### src/rtl/seven_seg_scanner_pkg.sv
// seven_seg_scanner_pkg: shared state type, segment constants and the hex glyph table
// for the multiplexed 7-segment scanner.
package seven_seg_scanner_pkg;
    typedef enum logic {BLANK = 1'b0, DRIVE = 1'b1} state_e;
    localparam logic [7:0] SEG_OFF = 8'hFF;
    localparam int SEG_DP = 7;
    // Active-high abcdefg glyphs, entry n at bits [7n +: 7]
    localparam logic [16*7-1:0] HEX_GLYPHS = {
        7'h71, 7'h79, 7'h5E, 7'h39, 7'h7C, 7'h77, 7'h6F, 7'h7F,
        7'h07, 7'h7D, 7'h6D, 7'h66, 7'h4F, 7'h5B, 7'h06, 7'h3F
    };
endpackage

### src/rtl/seven_seg_scanner_hex.sv
// hex_to_seven_seg: combinational 4-bit nibble to active-high abcdefg glyph.
module hex_to_seven_seg
    import seven_seg_scanner_pkg::*;
(
    input  logic [3:0] nibble_i,
    output logic [6:0] glyph_o
);
    assign glyph_o = HEX_GLYPHS[int'(nibble_i) * 7 +: 7];
endmodule

### src/rtl/seven_seg_scanner.sv
// seven_seg_scanner: time-multiplexed common-anode 7-segment driver with dead-time and
// frame-aligned double buffering. Define SEVEN_SEG_LZB_EN for leading-zero blanking.
module seven_seg_scanner
    import seven_seg_scanner_pkg::*;
#(
    parameter int CLK_HZ       = 100_000_000,
    parameter int DIGIT_HZ     = 1000,
    parameter int BLANK_CYCLES = 100,
    parameter int DIGITS       = 4
) (
    input  logic                  clk,
    input  logic                  rst_n,
    input  logic                  enable,
    input  logic                  load,
    input  logic [4*DIGITS-1:0]   value,
    input  logic [DIGITS-1:0]     dp,
    output logic [7:0]            io_seg,
    output logic [DIGITS-1:0]     io_sel,
    output logic                  frame_start,
    output logic                  pending
);
    localparam int SLOT = CLK_HZ / DIGIT_HZ;
    localparam int CW = $clog2(SLOT);
    localparam int IW = $clog2(DIGITS);
    state_e state_q, state_d;
    logic [CW-1:0] cnt_q, cnt_d;
    logic [IW-1:0] idx_q, idx_d;
    logic [4*DIGITS-1:0] buf_val_q, act_val_q;
    logic [DIGITS-1:0] buf_dp_q, act_dp_q, sel_q, sel_d;
    logic [7:0] seg_q, seg_d;
    logic fs_q, pend_q, pend_d, boundary, driving;
    logic [3:0] nibble;
    logic [6:0] glyph, shown;
    always_comb begin
        state_d = state_q;
        cnt_d = cnt_q + CW'(1);
        idx_d = idx_q;
        if (!enable) begin
            state_d = BLANK;
            cnt_d = '0;
            idx_d = '0;
        end else if (state_q == BLANK) begin
            if (cnt_q == CW'(BLANK_CYCLES - 1)) state_d = DRIVE;
        end else if (cnt_q == CW'(SLOT - 1)) begin
            state_d = BLANK;
            cnt_d = '0;
            idx_d = (idx_q == IW'(DIGITS - 1)) ? '0 : idx_q + IW'(1);
        end
    end
    // The only cycle with BLANK/slot 0/digit 0 while enabled is a frame boundary,
    // which covers both the wrap and the first cycle after enable or reset release.
    assign boundary = enable && state_q == BLANK && cnt_q == '0 && idx_q == '0;
    assign pend_d = load | (pend_q & ~boundary);
    assign driving = enable && state_q == DRIVE;
    assign nibble = act_val_q[4*idx_q +: 4];
    hex_to_seven_seg u_hex (
        .nibble_i (nibble),
        .glyph_o  (glyph)
    );
`ifdef SEVEN_SEG_LZB_EN
    logic [DIGITS-1:0] lead_zero;
    logic run;
    always_comb begin
        run = 1'b1;
        lead_zero = '0;
        for (int i = DIGITS - 1; i >= 0; i--) begin
            run = run & (act_val_q[4*i +: 4] == 4'h0);
            lead_zero[i] = run;
        end
    end
    assign shown = (idx_q != '0 && lead_zero[idx_q]) ? 7'h00 : glyph;
`else
    assign shown = glyph;
`endif
    assign seg_d = driving ? ~{act_dp_q[idx_q], shown} : SEG_OFF;
    assign sel_d = driving ? ~(DIGITS'(1) << idx_q) : '1;
    always_ff @(posedge clk or negedge rst_n) begin
        if (!rst_n) begin
            state_q   <= BLANK;
            cnt_q     <= '0;
            idx_q     <= '0;
            seg_q     <= SEG_OFF;
            sel_q     <= '1;
            fs_q      <= 1'b0;
            pend_q    <= 1'b0;
            buf_val_q <= '0;
            buf_dp_q  <= '0;
            act_val_q <= '0;
            act_dp_q  <= '0;
        end else begin
            state_q <= state_d;
            cnt_q   <= cnt_d;
            idx_q   <= idx_d;
            seg_q   <= seg_d;
            sel_q   <= sel_d;
            fs_q    <= boundary;
            pend_q  <= pend_d;
            if (load) begin
                buf_val_q <= value;
                buf_dp_q  <= dp;
            end
            if (boundary && pend_q) begin
                act_val_q <= buf_val_q;
                act_dp_q  <= buf_dp_q;
            end
        end
    end
    assign io_seg = seg_q;
    assign io_sel = sel_q;
    assign frame_start = fs_q;
    assign pending = pend_q;
endmodule
### config.mk
export PLATFORM = sky130hd
export DESIGN_NAME = seven_seg_scanner
export DESIGN_NICKNAME = d
export VERILOG_FILES = /design/src/rtl/seven_seg_scanner_pkg.sv /design/src/rtl/seven_seg_scanner_hex.sv /design/src/rtl/seven_seg_scanner.sv
export SDC_FILE = /design/constraint.sdc
export NUM_CORES = 1
export LEC_CHECK = 0
export CORE_MARGIN = 2
export CORE_UTILIZATION = 40
export DETAILED_ROUTE_END_ITERATION = 16
export GPL_ROUTABILITY_DRIVEN = 0
export GPL_TIMING_DRIVEN = 0
export PLACE_DENSITY = 0.67
export SLEW_MARGIN = 20
export SYNTH_ARGS = -nofsm -noshare
export SYNTH_HDL_FRONTEND = slang
export SYNTH_SLANG_ARGS = --single-unit
### constraint.sdc
create_clock -name clk -period 2.6 [get_ports clk]
set_input_delay 0.52 -clock clk [delete_from_list [all_inputs] [get_ports clk]]
set_output_delay 0.52 -clock clk [all_outputs]
set_load 0.005 [all_outputs]
Word-level counts from Yosys, hierarchy flattened
Index checks and enable logic that the tools add are counted. Widths: inputs -> output; s select.

Bits in registers: 74. Latch bits: 0. RAM bits: 0. ROM bits: 0. Input bits: 24. Output and inout port bits: 14. Word-level logic and storage cells: 52. Memories kept: 0.

Add/subtract/negate cells: 2. Multiply operators: 1. Divide/modulo/power cells: 0. Order comparisons: 1. Eq/ne operators: 5. Shift operators: 3. Mux-type cells: 15. Bitwise logic cells: 6. Reduce and logical (&&, ||, !) cells: 8.

Operators with widths (count): $shiftx 112x32->7 const A (1); $mux 17 (3); $add 17x1->17 const B (1); $eq 17x17->1 const B (1); $eq 17x7->1 const B (1); $logic_not 17->1 (1); $shiftx 16x5->4 (1); $mux 2 (4); $mux 8 (1); $not 8->8 (1); $mul 4x3->7 const B (1); $logic_and 1x1->1 (5); $mux 1 (5); $mux 4 (1); $ne 2x1->1 const B (2); $not 4->4 (1); $shl 1x2->4 const A (1); $lt 2x3->1 const B (1); $add 2x1->2 const B (1); $bmux 1 s2 (1); $eq 2x2->1 const B (1); $logic_not 2->1 (1); $not 1->1 (2); $reduce_and 2->1 (1); other kinds (2) (2).

Longest topological paths before layout
Gate-level depths: netlist of run 1.

Word-level depth: 7. Gate-level depth with buffers: 8. Mapped depth without buffers: 6.

Hierarchy
A second synthesis of run 1 with hierarchy kept.

Cell total of the unflattened synthesis: 271. Area, all modules: 3564.7 µm².

By module, submodules not included: seven_seg_scanner (instances 1, cells an instance 238, area an instance 3276.9 µm², seq. area each 1866.8 µm²); hex_to_seven_seg (instances 1, cells an instance 33, area an instance 287.8 µm², seq. area each 0.0 µm²).

Worst setup path before layout of run 1
No wires, ideal clock.

Kind: reg-to-reg. Start: register cnt_q[11]. End: register cnt_q[6]. Library setup time: 0.118 ns. Arrival: 1.871 ns. Data required time: 2.482 ns. Setup slack: 0.610 ns. Stages on the path, launching flop included: 6. Buffers on the path: 1. Period minus slack after synthesis: 1.990 ns. Path through: dfrtp_1 or4_1 or2_4 o41ai_4 buf_6 nor2_1.

Cells in the longest elaborated chain, start to end: 4.

RTL lines: from (decl) (RTL line seven_seg_scanner.sv:26) `logic [CW-1:0] cnt_q, cnt_d;`; from (signal assigned) (RTL line seven_seg_scanner.sv:92) `cnt_q <= cnt_d;`; $eq 17x17->1 (RTL line seven_seg_scanner.sv:44) `end else if (cnt_q == CW'(SLOT - 1)) begin`; $mux 17 (RTL line seven_seg_scanner.sv:44); $mux 17 (RTL line seven_seg_scanner.sv:42) `end else if (state_q == BLANK) begin`; $mux 17 (RTL line seven_seg_scanner.sv:38) `if (!enable) begin`; via cnt_d[6] (RTL line seven_seg_scanner.sv:26).

The timed path passes the listed nets, and every way through them passes these cells. A chain may end at the register's enable or synchronous reset.

Worst setup path after layout of run 1
Start: register cnt_q[0]. End: register cnt_q[0].

Cells in the longest elaborated chain, start to end: 4. Elaborated cells on any way between the ends: 5. Classes of those cells: add/sub (1); eq/ne (1); mux (3).

RTL lines (RTL line): $add 17x1->17 or $eq 17x17->1 (tied branches) (seven_seg_scanner.sv:36, seven_seg_scanner.sv:44); $mux 17 (seven_seg_scanner.sv:44); $mux 17 * (seven_seg_scanner.sv:42); $mux 17 * (seven_seg_scanner.sv:38); via cnt_d[0] (seven_seg_scanner.sv:26).

The timed path passes the listed nets; every way through them passes the cells marked *.

==> results.toml, run 1 <==
[run_status]
outcome = "finished, final reports clean"

[sta]
slew_headroom_pct = 60.8
grt_setup_unrepaired = "false"
worst_pin_slew_ns = 0.583
whs_ns = 0.0900
fin_crit_sh_pct = 89.4
finalSetupViolCount = 0
hold_violations = 0
clock_skew_ns = 0.0108
min_period_ns = 2.32
fmax_mhz = 430
finalMaxSlewViolations = 0

[setup_path]
reg2reg_from = "cnt_q[0]"
cp_cell_sequence = "ha_1 -> and4_1 -> clkbuf_1 -> nand2_1 -> o41ai_4 -> buf_6 -> nor2_1"
r2r_end = "cnt_q[0]"
endpoint_kind = "flop"
critPathRequiredTime_ns = 2.83
path_max_fanout = 10
slowest_stage = "o41ai_4"
critPathLaunchType = "flop"
worst_r2r_path_depth = 7
max_stage_delay_ns = 0.65
ff2ff_setup_slack_ns = 0.28
cp.arrival_ns = 2.55
critical_path_class = "flop to flop"

[global_routing]
grt_max_degree = 48
met3_usage_pct = 3.52
overflow = 0
grt_use_total_pct = 14.7
grt_pass1_vias = 2104
grt_pass1_wl_microns = 10100
grt_use_met2_pct = 22.7
use_met1_pct = 19.9
busiest_layer = "met2"
antenna_found_initial = 0

[route]
num_vias = 2134
ant_nets = 0
drc = 0
viasPerCell = 5.04
dr.first_iter.drc_count = 103
wirelength_microns = 5850
wire_per_inst_microns = 13.8
dr.pass1.iters = 4

[synth]
yosysUniqueCellTypes = 40
ys_seq_area_share_pct = 55.4
synth_area_sq_mm = 0.00337
synth_largest_area_cell = "dfrtp_1"
synth.top_cells.by_area = "dfrtp_1 (46%), mux2_2 (14%), dfstp_2 (9.4%)"
synth_seq_cells = 74
netlist_top_cells_count = "dfrtp_1 (62), mux2_2 (42), nand2_1 (21), nor2_1 (16)"
synth-edff-count = 0
yosys_most_used_dff = "dfrtp_1"
syn_area_per_cell_sq_um = 12.8
synth_top_area_share_pct = 46.1
syn_inst = 264
synth.most_common_cell = "dfrtp_1"
yosys_warnings = 0
async_flop_share_pct = 100
syn_nets = 300

[die]
core_area_sq_mm = 0.00818
dieArea_sq_mm = 0.00917
rows = 33
ios = 38
die_width_microns = 95.7
start_util_pct = 41.2
die_y_microns = 95.7

[pwr]
p_per_area_mw_per_mm2 = 683
p_leak_nw = 1.73
fin_total_pwr_mw = 2.80
vdd_drop_max_mv = 0.390

[clock_network]
cts.sinks = 74
clock_tree.buffer_depth = 2
cts_root_buf = "clkbuf_8"
numCtsBuffers = 9
post-cts-setup-buffers = 0
holdBufCountCts = 0
ctsResizeCount = 0
cts_tree = "built"
clkLatencyLatePin_ns = 0.35
clk_pin_slew_ns = 0.09
cts_max_level = 3

[placed_design]
port_buffers = 37
dp_hpwl_microns = 4120

[flow_run]
drv_cap = 0

[worst_hold_path]
hold_path_class = "input pin to async pin"

[finish]
nets = 349
area_delta_synth_final_pct = 21.8
antenna_cells = 0
drive_gt1_share_pct = 27.4
fill_cells = 737
==> worst max-delay path: cells and delay by family (launching register included) <==
family	cells	cell delay [ns]
compound gates	1	0.65
fa+ha+maj	1	0.24
buf+inv	2	0.50
flops	1	0.41
simple gates	3	0.42
==> per-stage QoR <==
step / std cells / utilization, % / setup slack [ns] / setup TNS [ns] / instance area [sq um]
6_report: 423 / 50.2 / 0.277 / 0 / 4100
5_1_grt: 423 / 50.2 / 0.0862 / 0 / 4100
4_1_cts: 423 / 50.2 / 0.248 / 0 / 4100
3_5_place_dp: 407 / 47.6 / 0.242 / 0 / 3890
3_3_place_gp: 406 / 47.3 / -1.47 / -98.78 / 3870
2_1_floorplan: 264 / - / 0.610 / 0 / 3370
==> state kept, by name, summed over array words and instances, names as in the netlist <==
name	cells
cnt_q	17
act_dp_q	4
buf_dp_q	4
act_val_q	16
pending	1
io_seg	8
io_sel	4
idx_q	2
state_q	1
frame_start	1
buf_val_q	16
==> logic make-up (layout without fill, tap and decap cells) <==
kind of cell | after synthesis | after routing | synth area share [%]
AND/OR/NAND/NOR | 76 | 76 | 11.7
multiplexers | 49 | 49 | 18.0
XOR/XNOR | 11 | 11 | 2.86
flip-flops | 74 | 74 | 55.4
AO/OA/AOI/OAI | 21 | 21 | 4.68
adder cells (fa/ha/maj) | 12 | 12 | 4.46
buffers and inverters | 21 | 75 | 2.90
==> metal layers <==
layer | vias to the layer above | part of all wire [%]
met3 | 6 | 3.6
met2 | 42 | 47
li1 | 1027 | -
met1 | 1059 | 48
met4 | 0 | 1.2
met5 | - | 0
==> worst max path at each step <==
| stage | startpoint | end | depth (start not counted) |
|---|---|---|---|
| 2_1_floorplan | cnt_q[11] | cnt_q[6] | 5 |
| 3_3_place_gp | rst_n | buf_val_q[3] | 1 |
| 3_5_place_dp | cnt_q[0] | cnt_q[9] | 7 |
| 4_1_cts | cnt_q[0] | cnt_q[7] | 7 |
| 5_1_grt | cnt_q[0] | cnt_q[12] | 7 |
| 6_report | cnt_q[0] | cnt_q[0] | 7 |
==> final cells by class <==
class / count / area, sq um / share of cell area [%]
plain buffers: 12 / 63.8 / 1.56
well taps: 105 / 131 / 3.20
repair buffers: 38 / 395 / 9.64
flip-flops and latches: 74 / 1870 / 45.5
multi-input cells: 169 / 1400 / 34.2
clock inverters: 7 / 83.8 / 2.04
inverters: 9 / 33.8 / 0.824
clock buffers: 9 / 124 / 3.02
==> placed cells by master, fill, tap and decap left out, types with 4 or more instances in the layout <==
cell             count
a21oi_1              6
clkbuf_1             7
clkbuf_8             9
clkdlybuf4s50_1     36
dfrtp_1             62
dfstp_2             12
ha_1                12
inv_1                9
mux2_2              42
mux4_2               5
nand2_1             21
nand3_1              7
nand4_1              7
nor2_1              16
o21ai_0              4
or3_1                4
xor2_1              10
==> report_power, final <==
group          internal [mW]  total (mW)  switching (mW)
registers               1.29        1.36          0.0698
clock network          0.462       0.931           0.469
logic                  0.278       0.507           0.229
total                   2.03        2.80           0.768
Note: power is estimated with default switching activity, not from simulation.
==> run 2, diff against run 1 <==
- DONT_BUFFER_PORTS: default -> 1
- PLACE_DENSITY: 0.67 -> 0.61
==> run 2 against run 1 <==
- design area down 8.7%
- sequential share of layout area up 4.3 points
- power decreased by 1.5%
- via count is 4.9% lower
- maximum frequency decreased by 3.5%
- sequential power about the same
- setup slack got worse by 0.083 ns
- non-clock buffer count shrank 36
- hold slack worse by 0.049 ns
- first-iteration DRC count is 37% higher
- clock skew barely moved
- largest power group unchanged
==> results.toml, run 2 (synthesis gave the netlist of run 1 again) <==
[pwr]
p_per_area_mw_per_mm2 = 737
vdd_drop_max_mv = 0.492
p_leak_nw = 1.58

[route]
wire_per_inst_microns = 15.5
ant_nets = 0
drc = 0
dr.pass1.iters = 6
viasPerCell = 5.25
dr.first_iter.drc_count = 141
num_vias = 2030
wirelength_microns = 5990

[clock_network]
cts_tree = "built"
post-cts-setup-buffers = 0
cts_root_buf = "clkbuf_8"
clkLatencyLatePin_ns = 0.34
cts.sinks = 74
numCtsBuffers = 9
cts_max_level = 3
clk_pin_slew_ns = 0.08
clock_tree.buffer_depth = 2

[finish]
multi_input_area_sq_mm = 0.00140
largest_reg_flops = 17
area_delta_synth_final_pct = 11.3
drive_gt1_share_pct = 30.5
nets = 313
layout_commonest_cell = "dfrtp_1"
register_area_sq_mm = 0.00187
largest_register = "cnt_q"
biggestRegsByFlops = "cnt_q x17, act_val_q x16, buf_val_q x16"
fill_cells = 760
antenna_cells = 0
final_cell_mix = "dfrtp_1 (62), mux2_2 (42), nand2_1 (21)"

[sta]
finalMaxSlewViolations = 0
finalSetupViolCount = 0
worst_pin_slew_ns = 0.621
min_period_ns = 2.41
fin_crit_sh_pct = 92.6
slew_headroom_pct = 58.5
fmax_mhz = 415
fin_tns_setup_ns = 0
clock_skew_ns = 0.0103
hold_violations = 0
grt_setup_unrepaired = "false"
whs_ns = 0.0405

[setup_path]
endpoint_kind = "flop"
reg2reg_from = "cnt_q[0]"
cp.arrival_ns = 2.64
cp-startpoint = "cnt_q[0]"
critPathRequiredTime_ns = 2.83
critical_path_class = "flop to flop"
path_max_fanout = 10
critPathLaunchType = "flop"

[die]
ios = 38
rows = 33
start_util_pct = 41.2
core_area_sq_mm = 0.00818
dieArea_sq_mm = 0.00917
die_width_microns = 95.7
die_y_microns = 95.7

[global_routing]
overflow = 0
busiest_layer = "met1"
grt_use_met2_pct = 19.6
grt_pass1_wl_microns = 10100
antenna_found_initial = 0
grt_pass1_vias = 1961
grt_use_total_pct = 14.7
grt_max_degree = 63
use_met1_pct = 21.9
met3_usage_pct = 6.03

[run_status]
outcome = "finished, final reports clean"

[placed_design]
port_buffers = 0
dp_hpwl_microns = 4060

[worst_hold_path]
hold_path_class = "input pin to async pin"

[flow_run]
drv_cap = 0
[run 2: cell count changes in the layout (fill, tap and decap cells not counted), sizes merged]
cell | previous run | this run
clkdlybuf4s50 | 36 | 0
inv | 13 | 11
buf | 7 | 6
clkbuf | 16 | 17
clkinv | 1 | 2
dlygate4sd3 | 0 | 1
[run 2: worst paths after layout]
| check | end | slack (ns) | cells past startpoint |
|---|---|---|---|
| worst min-delay path | act_dp_q[1] | 0.04 | 1 |
| worst min register to register | cnt_q[0] | 0.50 | 1 |
| worst max register to register | cnt_q[0] | 0.19 | 7 |
| min in group clk | idx_q[1] | 0.31 | 2 |
| max in group asynchronous | io_seg[1] | 1.60 | 1 |
| worst max-delay path | cnt_q[0] | 0.19 | 7 |
[run 2: metal layers]
metal	wire (microns)	vias up
li1	-	964
met1	3010	1019
met2	2610	39
met3	278	8
met4	85	0
met5	0	-
[run 2: stage by stage]
stage	power, mW	setup slack [ns]	instances	cell area [sq um]	utilization [%]
after floorplan	1.73	0.610	264	3370	-
after global placement	1.81	0.218	369	3500	42.8
after detailed placement	1.83	0.235	369	3500	42.8
after CTS	2.79	0.213	386	3740	45.7
after global routing	2.92	0.0130	387	3750	45.8
final	2.76	0.193	387	3750	45.8
[run 2: cell type report]
cell class                      instances  area share, %
Buffer                                 12           1.70
Tap cell                              105           3.51
Multi-Input combinational cell        169           37.4
Sequential cell                        74           49.8
Clock inverter                          6           1.94
Inverter                                9          0.902
Timing Repair Buffer                    2           1.00
Clock buffer                           10           3.67
[run 2: power breakdown]
part,total (mW),switching (mW),internal (mW)
Clock,0.923,0.444,0.479
Sequential,1.37,0.0730,1.29
Combinational,0.468,0.224,0.245
[run 2: worst max-delay path: stages, from the launching register on]
cell	delay, ns
dfrtp_1	0.40
ha_1	0.25
and4_1	0.20
clkbuf_1	0.31
nand2_1	0.17
o41ai_4	0.67
buf_6	0.23
nor2_1	0.05
[run 2: repair_timing]
action,CTS,global route
hold endpoints to repair,62,12
setup endpoints to repair,0,0
hold buffers,1,1
gates resized for setup,0,0
==> edit 1, RTL diff (settings of run 1) <==
The parameter `CLK_HZ` goes from 100_000_000 to 50_000_000.
--- a/src/rtl/seven_seg_scanner.sv
+++ b/src/rtl/seven_seg_scanner.sv
@@ -3,7 +3,7 @@
 module seven_seg_scanner
     import seven_seg_scanner_pkg::*;
 #(
-    parameter int CLK_HZ       = 100_000_000,
+    parameter int CLK_HZ       = 50_000_000,
     parameter int DIGIT_HZ     = 1000,
     parameter int BLANK_CYCLES = 100,
     parameter int DIGITS       = 4
Formal check against the unedited RTL: same outputs for any inputs over 10 cycles, from zero or initial values and one cycle with rst_n low; that may be too few to reach the edited logic, so the function may still have changed.
==> edit 1 against run 1 <==
- combinational power increased by 3%
- cell area is 1.1% lower
- area after synthesis decreased by 0.74%
- setup slack got worse by 0.19 ns
- routed wire length increased by 5.6%
- sequential cell count fell by 1
- sequential power barely moved
- total power decreased by 4.6%
- critical path type unchanged
- highest routed layer unchanged
==> edit 1: results (changes against run 1) <==
Parameter                              Value

Outcome
  Result of the run ... finished, final reports clean

Drt
  Iter 0 DRT Violations ... 93 (-9.7%)
  Average detailed-routed wire length per instance ... 14.6 um (+5.4%)
  Total vias in the final route ... 2159 (+1.2%)
  Number of vias per cell ... 5.09 (+0.93%)
  Wire length the detailed router placed on met1 ... 2900 um (+3.8%)

Pwr
  Clock group total power ... 796 uW (-15%)
  Sw Pwr ... 735 uW (-4.2%)
  Max VDD drop ... 0.219 mV (-44%)
  Combinational Power Share ... 19.5% (+1.4 points)

Timing
  Setup skew after layout ... 0.00776 ns (-0.00305 ns)
  Fraction of the cycle the final worst path needs ... 96.8% (+7.4 points)
  Worst slew slack as a fraction of its limit ... 58.0% (-2.8 points)
  Worst hold slack ... 0.0189 ns (-0.0711 ns)

Placement
  Placed inst area ... 3870 um^2 (-0.64%)
  Half-perimeter wire length after detailed placement ... 4340 um (+5.3%)
  Setup Slack @ Placement ... 0.0714 ns (-0.171 ns)
  Buffers on Ports ... 37 (unchanged)

GRT
  GRT Util Overall ... 15.2% (+0.52 points)
  Via count of the first global-routing pass ... 2193 (+4.2%)
  Global-route track usage on met2 ... 23.6% (+0.86 points)
  Global routing met3 resource utilization ... 4.27% (+0.74 points)
  Maximum number of pins on one net before global-route repair ... 61 (+27%)
  Global-route wire length before repair ... 10400 um (+2.4%)
  Global-route track usage on met1 ... 19.6% (-0.26 points)

Setup path
  Dominant delay contributor by cell family on the critical path ... simple AND/OR/NAND/NOR gates
  Worst Path Arrival ... 2.75 ns (+0.20 ns)
  Crit path launch ... cnt_q[4]
  Length in cells of the worst reg-to-reg path ... 6 (-1)
  Longest individual stage delay on the worst path ... 0.54 ns (-0.11 ns)
  Slowest stage cell, crit path ... sky130_fd_sc_hd__or4_4
  Worst reg2reg path endpoint ... act_dp_q[2]

Synth
  Post-synth top cells ... sky130_fd_sc_hd__dfrtp_1 (61), sky130_fd_sc_hd__mux2_2 (41), sky130_fd_sc_hd__nand2_1 (16)
  Largest cells by area after synthesis ... sky130_fd_sc_hd__dfrtp_1 (46%), sky130_fd_sc_hd__mux2_2 (14%), sky130_fd_sc_hd__dfstp_2 (9.4%), sky130_fd_sc_hd__ha_1 (4.5%), sky130_fd_sc_hd__mux4_2 (3.4%)
  Mean post-synth cell area ... 12.7 um^2 (-0.74%)
  Portion of the post-synthesis area used by sequential elements ... 55.1% (-0.33 points)
  Post-synthesis cell type count ... 39 (-2.5%)

Finish
  Layout cells sized above 1 ... 27.6% (+0.23 points)
  Largest registers ... act_val_q (16), buf_val_q (16), cnt_q (16)
  Final nets ... 350 (+0.29%)

Clock network
  Number of H-tree levels ... 3 (unchanged)
==> edit 1: changes by cell type after synthesis, moves of 3 or more <==
cell / change
sky130_fd_sc_hd__xor2_1: -3
sky130_fd_sc_hd__xnor2_1: +3
sky130_fd_sc_hd__nand3_1: +4
sky130_fd_sc_hd__nand2_1: -5
==> edit 1: final cells by class <==
class	count	area, um^2
inverter	10	37.5
buffer	12	68.8
clock inverter	6	42.5
multi-input combinational	169	1400
fill	749	4120
clock buffer	10	138
tap	105	131
timing repair buffer	39	400
sequential	73	1840
==> edit 1: cell families (layout without fill, tap and decap cells) <==
| group | Yosys count | in the layout | share of synthesized area (%) |
|---|---|---|---|
| and+or+nand+nor | 76 | 76 | 12.4 |
| DFF | 73 | 73 | 55.1 |
| muxes | 47 | 47 | 17.5 |
| AOI/OAI and AO/OA | 23 | 23 | 4.45 |
| buffers and inverters | 22 | 77 | 3.18 |
| adders and majority gates | 12 | 12 | 4.49 |
| xor gates and xnor gates | 11 | 11 | 2.88 |
==> edit 2, RTL diff (flow settings as in run 1) <==
Made on the original files. The output `io_seg` loses its register stage (`seg_q` becomes a continuous assignment).
--- a/src/rtl/seven_seg_scanner.sv
+++ b/src/rtl/seven_seg_scanner.sv
@@ -79,7 +79,6 @@
             state_q   <= BLANK;
             cnt_q     <= '0;
             idx_q     <= '0;
-            seg_q     <= SEG_OFF;
             sel_q     <= '1;
             fs_q      <= 1'b0;
             pend_q    <= 1'b0;
@@ -91,7 +90,6 @@
             state_q <= state_d;
             cnt_q   <= cnt_d;
             idx_q   <= idx_d;
-            seg_q   <= seg_d;
             sel_q   <= sel_d;
             fs_q    <= boundary;
             pend_q  <= pend_d;
@@ -105,6 +103,8 @@
             end
         end
     end
+
+    assign seg_q = seg_d;
     assign io_seg = seg_q;
     assign io_sel = sel_q;
     assign frame_start = fs_q;
Check against the original RTL: no difference found for any inputs over 10 cycles, from zero or initial values and one cycle with rst_n low; that may be too few to reach the edited logic, so the function may still have changed.
==> edit 2 against run 1 <==
- the flow now finishes with violations (setup timing)
- setup slack worse by 0.48 ns
- routed wire length up 6.8%
- area after synthesis down 6.2%
- register-to-register slack worse by 0.11 ns
- sequential cell count down 8
- final cell count up 0.47%
- cell area down 1.0%
- sequential share of layout area down 4.7 points
- total power up 0.58%
- largest cell class unchanged
- largest power group unchanged
==> edit 2: results (changes against run 1) <==
Parameter                              Value

Synth
  Synth async-reset ratio ... 100% (unchanged)
  Largest cells by area after synthesis ... sky130_fd_sc_hd__dfrtp_1 (49%), sky130_fd_sc_hd__mux2_2 (15%), sky130_fd_sc_hd__ha_1 (4.8%), sky130_fd_sc_hd__mux4_2 (3.6%), sky130_fd_sc_hd__dfstp_2 (3.3%)
  Number of nets produced by synthesis ... 292 (-2.7%)
  Post-synth top cells ... sky130_fd_sc_hd__dfrtp_1 (62), sky130_fd_sc_hd__mux2_2 (42), sky130_fd_sc_hd__nand2_1 (21)
  Post-synthesis cell type count ... 40 (unchanged)
  Portion of the post-synthesis area used by sequential elements ... 52.5% (-3.0 points)

Worst hold path
  Type of the tightest min-delay check ... input pin to asynchronous set/reset pin

Setup path
  Worst Path Arrival ... 2.29 ns (-0.26 ns)
  Slowest stage cell, crit path ... sky130_fd_sc_hd__mux4_2
  Longest individual stage delay on the worst path ... 0.62 ns (-0.03 ns)
  Dominant delay contributor by cell family on the critical path ... multiplexers
  Worst-path maximum fanout ... 5 (-5)

GRT
  Global-route wire length before repair ... 10500 um (+3.9%)
  Maximum number of pins on one net before global-route repair ... 50 (+4.2%)
  Via count of the first global-routing pass ... 2160 (+2.7%)
  GRT Util Overall ... 15.8% (+1.1 points)

Drt
  Iter 0 DRT Violations ... 118 (+15%)
  Number of vias per cell ... 5.12 (+1.4%)
  Total wire length after detailed routing ... 6250 um (+6.8%)

Timing
  Final hold violations ... 0 (unchanged)
  Setup violators final ... 7 (+7)
  Slew at the pin closest to its max-slew limit ... 0.636 ns (+0.0534 ns)
  Post-route worst setup slack ... -0.206 ns (-0.483 ns)
  Setup total negative slack ... -1.15 ns (-1.15 ns)
  Setup skew after layout ... 0.0131 ns (+0.00233 ns)

Placement
  Half-perimeter wire length after detailed placement ... 4250 um (+3.1%)
  Setup Slack @ Placement ... -0.432 ns (-0.675 ns)

Clock network
  Num CTS Buffers ... 9 (unchanged)
  Register clock-pin slew on the reported worst setup and hold paths ... 0.07 ns (-0.02 ns)
  CTS root buf ... sky130_fd_sc_hd__clkbuf_8
  Clk Latency, worst-skew pair ... between 0.3 and 0.4 ns
  Maximum clock insertion buffer count ... 2 (unchanged)
  Number of H-tree levels ... 3 (unchanged)

Pwr
  Pleak ... 1.72 nW (-0.58%)
  Max VDD drop ... 0.367 mV (-5.8%)
  Pint ... 2.04 mW (+0.47%)

Outcome
  Result of the run ... finished with violations
  Violations in the final reports ... setup timing

Finish
  Largest registers ... cnt_q (17), act_val_q (16), buf_val_q (16)
  Final nets ... 354 (+1.4%)
  Filler instances ... 678 (-8.0%)
  Layout cells sized above 1 ... 35.3% (+7.9 points)
[edit 2: changes by cell type in the layout (fill, tap and decap cells not counted), sizes merged]
cell / delta
inv: -3
clkdlybuf4s50: -9
buf: +21
dfstp: -8
clkinv: +2
dlygate4sd2: +2
[edit 2: cell type report]
type / instances / share of cell area, %
sequential: 66 / 40.8
multi-input combinational: 169 / 36.2
timing repair buffer: 52 / 11.9
clock buffer: 10 / 3.39
tap: 102 / 3.14
buffer: 11 / 2.16
clock inverter: 6 / 1.60
inverter: 9 / 0.832
[edit 2: path summary, 6_finish.rpt]
| kind | cells past startpoint | slack (ns) | from | end |
|---|---|---|---|---|
| max | 8 | -0.21 | idx_q[0] | io_seg[3] |
| min | 1 | 0.05 | rst_n | cnt_q[9] |
| max reg2reg | 7 | 0.17 | cnt_q[0] | cnt_q[7] |
| min reg2reg | 1 | 0.50 | cnt_q[0] | cnt_q[0] |
| max in group asynchronous | 2 | 2.02 | rst_n | idx_q[1] |
| min in group clk | 1 | 0.50 | cnt_q[0] | cnt_q[0] |
[edit 2: stage by stage]
step,instance area [um^2],cells,hold WS [ns]
after detailed placement,3680,396,0.417
after global routing,4060,425,0.0491
after global placement,3650,395,0.484
after floorplan,3160,256,0.224
after CTS,4040,423,0.0403
final,4060,425,0.0467
[edit 2: repair_timing]
item	in CTS	in global routing
endpoints found under the hold margin	0	0
pin swaps	5	3
resized for setup	61	2
hold buffers	0	0
setup buffers	12	2
cloned	0	0
endpoints found under the setup margin	8	7
[edit 2: kinds of logic after synthesis]
group | after synthesis | synth area share [%]
flops | 66 | 52.5
compound gates | 21 | 4.99
mux | 49 | 19.2
simple gates | 76 | 12.4
xor+xnor | 11 | 3.05
buf+inv | 21 | 3.09
fa+ha+maj | 12 | 4.76
[edit 2: routing by layer]
| metal | track usage [%] | wire length (um) |
|---|---|---|
| met1 | 22.1 | 2970 |
| met2 | 23.3 | 2910 |
| met3 | 3.58 | 241 |
| met4 | 7.48 | 128 |
| met5 | 0 | 0 |
[edit 2: power groups by stage]
stage          logic, mW  registers (mW)  clock network [mW]
6_report           0.705            1.24               0.870
4_1_cts            0.678            1.24               0.898
3_3_place_gp       0.485            1.26                   0
2_1_floorplan      0.370            1.24                   0
3_5_place_dp       0.513            1.27                   0
5_1_grt            0.762            1.26               0.935
